`src/rtl/nexys_starship_shooter.sv`:
```
// Starship shooter core: aims at one of four sides, fires on BtnC, scores hits and misses,
// and enforces a fixed cooldown between accepted fires.
module nexys_starship_shooter #(
    parameter int COOL_CYCLES = 25000000,
    parameter int CNT_W       = 25
) (
    input  logic       Clk,
    input  logic       Reset,
    input  logic       play_flag,
    input  logic       game_over,
    input  logic       BtnU,
    input  logic       BtnD,
    input  logic       BtnL,
    input  logic       BtnR,
    input  logic       BtnC,
    input  logic       top_monster,
    input  logic       btm_monster,
    input  logic       left_monster,
    input  logic       right_monster,
    output logic       top_shot,
    output logic       btm_shot,
    output logic       left_shot,
    output logic       right_shot,
    output logic [1:0] aim_dir,
    output logic [7:0] kills,
    output logic [7:0] misses,
    output logic       q_Sh_Init,
    output logic       q_Sh_Ready,
    output logic       q_Sh_Cool,
    output logic       q_Sh_Done
);

    typedef enum logic [3:0] {
        S_INIT  = 4'b0001,
        S_READY = 4'b0010,
        S_COOL  = 4'b0100,
        S_DONE  = 4'b1000
    } state_t;

    localparam logic [CNT_W-1:0] CNT_LAST = CNT_W'(COOL_CYCLES - 1);

    localparam logic [1:0] AIM_TOP   = 2'b00;
    localparam logic [1:0] AIM_BTM   = 2'b01;
    localparam logic [1:0] AIM_LEFT  = 2'b10;
    localparam logic [1:0] AIM_RIGHT = 2'b11;

    state_t           r_state;
    state_t           w_state_next;
    logic [CNT_W-1:0] r_cnt;
    logic [CNT_W-1:0] w_cnt_next;
    logic [1:0]       r_aim;
    logic [1:0]       w_aim_next;
    logic [7:0]       r_kills;
    logic [7:0]       w_kills_next;
    logic [7:0]       r_misses;
    logic [7:0]       w_misses_next;
    logic [3:0]       r_shot;
    logic [3:0]       w_shot_next;
    logic [3:0]       w_monsters;
    logic             w_aim_live;

    // Bit order matches the aim_dir encoding so the aim can index it directly.
    assign w_monsters = {right_monster, left_monster, btm_monster, top_monster};
    assign w_aim_live = (r_state == S_READY) || (r_state == S_COOL);

    always_ff @(posedge Clk or posedge Reset) begin
        if (Reset) begin
            r_state  <= S_INIT;
            r_cnt    <= '0;
            r_aim    <= AIM_TOP;
            r_kills  <= 8'd0;
            r_misses <= 8'd0;
            r_shot   <= 4'b0000;
        end else begin
            r_state  <= w_state_next;
            r_cnt    <= w_cnt_next;
            r_aim    <= w_aim_next;
            r_kills  <= w_kills_next;
            r_misses <= w_misses_next;
            r_shot   <= w_shot_next;
        end
    end

    always_comb begin
        w_state_next  = r_state;
        w_cnt_next    = r_cnt;
        w_kills_next  = r_kills;
        w_misses_next = r_misses;
        w_shot_next   = 4'b0000;

        unique case (r_state)
            S_INIT: begin
                if (play_flag) begin
                    w_state_next = S_READY;
                end
            end
            S_READY: begin
                if (game_over) begin
                    w_state_next = S_DONE;
                end else if (BtnC) begin
                    // The fire resolves against the aim held before this edge.
                    w_state_next = S_COOL;
                    w_cnt_next   = '0;
                    if (w_monsters[r_aim]) begin
                        w_shot_next[r_aim] = 1'b1;
                        if (r_kills != 8'hFF) begin
                            w_kills_next = r_kills + 8'd1;
                        end
                    end else if (r_misses != 8'hFF) begin
                        w_misses_next = r_misses + 8'd1;
                    end
                end
            end
            S_COOL: begin
                if (game_over) begin
                    w_state_next = S_DONE;
                end else if (r_cnt == CNT_LAST) begin
                    w_state_next = S_READY;
                end else begin
                    w_cnt_next = r_cnt + 1'b1;
                end
            end
            S_DONE: begin
                if (!play_flag) begin
                    w_state_next = S_INIT;
                end
            end
            default: begin
                w_state_next = S_INIT;
            end
        endcase
    end

    always_comb begin
        w_aim_next = r_aim;
        if (w_aim_live) begin
            if (BtnU) begin
                w_aim_next = AIM_TOP;
            end else if (BtnD) begin
                w_aim_next = AIM_BTM;
            end else if (BtnL) begin
                w_aim_next = AIM_LEFT;
            end else if (BtnR) begin
                w_aim_next = AIM_RIGHT;
            end
        end
    end

    assign top_shot   = r_shot[0];
    assign btm_shot   = r_shot[1];
    assign left_shot  = r_shot[2];
    assign right_shot = r_shot[3];
    assign aim_dir    = r_aim;
    assign kills      = r_kills;
    assign misses     = r_misses;
    assign q_Sh_Init  = r_state[0];
    assign q_Sh_Ready = r_state[1];
    assign q_Sh_Cool  = r_state[2];
    assign q_Sh_Done  = r_state[3];

endmodule

```
`config.mk`:
```
export PLATFORM = sky130hd
export DESIGN_NAME = nexys_starship_shooter
export DESIGN_NICKNAME = d
export VERILOG_FILES = /design/src/rtl/nexys_starship_shooter.sv
export SDC_FILE = /design/constraint.sdc
export NUM_CORES = 1
export LEC_CHECK = 0
export ABC_CLOCK_PERIOD_IN_PS = 2540
export BUFFER_PORTS_ARGS = -buffer_cell sky130_fd_sc_hd__buf_2
export CAP_MARGIN = 20
export CORE_AREA = 2 2 73 75
export DETAILED_ROUTE_END_ITERATION = 10
export DIE_AREA = 0 0 75 77
export PLACE_DENSITY = 0.79
export SLEW_MARGIN = 20
export SYNTH_ARGS = -nofsm -noshare
export SYNTH_HDL_FRONTEND = slang
export SYNTH_SLANG_ARGS = --single-unit
export TNS_END_PERCENT = 50
```
`constraint.sdc`:
```
create_clock -name Clk -period 2.54 [get_ports Clk]
set_input_delay 0.254 -clock Clk [delete_from_list [all_inputs] [get_ports Clk]]
set_output_delay 0.254 -clock Clk [all_outputs]
set_load 0.01 [all_outputs]
```
==> flow_summary.ini <==
[placed_design]
io_buffers = 38
dp_cells = 371
place_ws_ps = 359.6
place_congestion = 0.8773
dp_hpwl_mm = 4.554

[cells_and_area]
nNetsFinal = 325
synthToLayoutAreaGrowth_pct = 14.35
fill_cells = 423
multiInputGateArea_um2 = 1419
drive_gt1_share_pct = 25.16
finalNonFillerCells = 380
diodes = 0
seq_area_um2 = 1277

[worst_setup_path]
worstPathRequired_ps = 2740
reg2regPathDepth = 6
critPathMaxFanout = 6
worstSetupPathType = reg -> reg
crit_arrival_ps = 2430
cpMaxStageDelayCell = dfrtp_1
path_delay_family = simple AND/OR/NAND/NOR gates
max_stage_delay_ps = 470
reg2reg_slack_ps = 320
cp.depth = 6
crit_end = r_cnt[16]
cp-startpoint = r_cnt[15]
path_cells = nor4b_1, nand4_1, o21ai_1, buf_4, nor3_1, a211o_1
critPathCaptureType = flop
worstReg2RegEnd = r_cnt[16]
path_buf_inv = 1
critPathLaunchType = flop
rr_startpoint = r_cnt[15]

[yosys]
syn_avg_cell_area_um2 = 10.70
synth_xor_area_share_pct = 5.038
synth_cells = 260
async_flop_share_pct = 100.0
synthFlopType = dfrtp_1
yosys.cell_types.count = 57
synth_top_family_by_area = compound AO/OA/AOI/OAI gates
syn_area_um2 = 2781
synth_warnings = 0
yosysSeqAreaShare_pct = 45.93
synth.area.mux_share_pct = 1.619
synthAdderAreaFrac_pct = 1.350
synthSimpleGateAreaFrac_pct = 21.32
synth_compound_area_share_pct = 21.68
synth_seq_cells = 51
synth_nets = 276
synth_edf_count = 0

[clock_network]
path_clk_slew_ps = 90
cts_buffers = 5
cts_root_buf = clkbuf_8
cts_tree = built
clk_latency_ps = 310
clockBufferDepth = 2
cts.sinks = 51
cts_resized = 0
htree_levels = 2

[floorplan]
ios = 39
dieArea_um2 = 5775
std_cell_rows = 26
dieWidth_um = 75
core_area_um2 = 4977
start_util_pct = 55.88
die_h_um = 77

[timing]
report.final.setup_viol = 0
worstMarginPinSlew_ps = 598.9
rsz0062_at_grt = false
relSlewSlack_pct = 60.07
fin_crit_ps = 2220
post-route-period-util_pct = 87.41
finalHoldViolCount = 0
finalSetupTns_ps = 0
fmax_mhz = 450.4
fin_skew_ps = 6.143
maxSlewViolCount = 0
setup_ws_ps = 319.7

[power_and_ir_drop]
power_density_nw_per_um2 = 626.8
leakage_uw = 0.001393
power.total_uw = 1994
peakVddDrop_mv = 0.3759

[routing]
route.detailed.drc = 0
route.final.wire_length_mm = 6.126
drt_pass1_iterations = 4
wl_per_cell_um = 16.12
postRouteAntennaNets = 0
via_per_inst = 5.932
vias = 2254
drt_iter0_drc = 126

[global_routing]
grt_pass1_wl_mm = 10.29
grt_usage_pct = 23.26
antenna_found_initial = 0
grt.overflow.total = 0
grt_start_max_net_pins = 26
grt_pass1_vias = 2180

[min_path]
hp-class = in -> reg

[job]
drv_cap = 0

[run_status]
outcome = completed
state kept, by name, indices dropped and copies added, names as in the netlist:
register  flops
r_cnt        25
kills         8
misses        8
r_shot        4
r_state       4
aim_dir       2
kinds of logic (layout without fill, tap and decap cells):
kind of cell               count (synthesis)  count (layout)
DFF                                       51              51
AOI/OAI and AO/OA                         68              68
and+or+nand+nor                          103             103
adders and majority gates                  3               3
muxes                                      3               3
buffers and inverters                     16              66
xor gates and xnor gates                  16              16
power breakdown:
group / switching (µW) / total, µW / internal [µW]
Sequential: 164 / 1070 / 909
Combinational: 234 / 442 / 208
Clock: 281 / 479 / 198
Total: 679 / 1990 / 1310
area by class of cell:
type | instances | area share [%]
inverters | 10 | 1.259
flip-flops and latches | 51 | 40.17
clock buffers | 6 | 2.282
clock inverters | 2 | 0.5114
well taps | 70 | 2.754
multi-input cells | 193 | 44.61
repair buffers | 48 | 8.419
how the worst min path moves through the flow:
stage / startpoint / to / slack [ps] / depth (start not counted)
CTS: game_over / r_state[1] / 190 / 2
global route: game_over / r_state[1] / 180 / 2
global placement: Reset / misses[4] / 200 / 2
finish: game_over / r_state[1] / 190 / 2
floorplan: game_over / r_state[1] / 350 / 1
detailed placement: Reset / misses[4] / 200 / 2
what timing repair did:
action,CTS,global route
hold endpoints to repair,11,0
hold buffers,1,0
buffers inserted,0,0
worst reg2reg max path, cell delays in order (launching register included):
cell and delay [ps]:
dfrtp_1 470, nor4b_1 390, nand4_1 280, o21ai_1 420, buf_4 230, nor3_1 60
a211o_1 270
per-stage QoR:
step / hold slack (ps) / instance area [µm²] / utilization, %
global route: 178.8 / 3181 / 63.90
CTS: 185.8 / 3181 / 63.90
finish: 192.1 / 3181 / 63.90
detailed placement: 199.1 / 3082 / 61.92
floorplan: 346.1 / 2781 / -
global placement: 198.0 / 3082 / 61.92
placed cells by master, fill, tap and decap left out, types with 9 or more instances in the layout:
cell type and count:
and3_1 11, dfrtp_1 50, a31oi_1 10, xnor2_1 14, nand4_1 15, nor3_1 9
a31oi_4 9, a21oi_1 12, nor2_1 13, buf_2 38, nand2_1 19, buf_4 9
nand3_1 13
per-layer routing:
layer	up-vias	GRT usage, %	wire length (µm)	part of all wire (%)
met1	1094	32.03	2726	44
met3	9	7.359	345	5.6
li1	1091	-	-	-
met5	-	0	0	0
met2	60	35.09	2958	48
met4	0	6.786	95	1.6
cells in the mapped netlist, types with 2 or more instances:
cell | n | area share, %
a211o_1 | 3 | 0.94
a21o_1 | 2 | 0.54
a21oi_1 | 12 | 2.2
a22o_1 | 2 | 0.63
a31oi_1 | 10 | 2.2
a31oi_4 | 9 | 6.9
a41oi_1 | 4 | 1.3
and2_1 | 2 | 0.45
and3_1 | 11 | 2.5
and4_1 | 2 | 0.63
buf_2 | 2 | 0.36
clkbuf_1 | 2 | 0.27
dfrtp_1 | 50 | 45
ha_1 | 3 | 1.3
inv_1 | 9 | 1.2
mux2_2 | 2 | 0.81
nand2_1 | 19 | 2.6
nand2b_1 | 3 | 0.67
nand3_1 | 13 | 2.3
nand3b_1 | 2 | 0.54
nand4_1 | 15 | 3.4
nor2_1 | 13 | 1.8
nor3_1 | 9 | 1.6
nor4_1 | 2 | 0.45
nor4b_1 | 2 | 0.63
o211ai_1 | 2 | 0.54
o21ai_0 | 7 | 1.3
o22a_1 | 2 | 0.63
o31ai_1 | 4 | 1.1
xnor2_1 | 14 | 4.4
xor2_1 | 2 | 0.63
No activity file was read; power rests on OpenSTA's default activity.
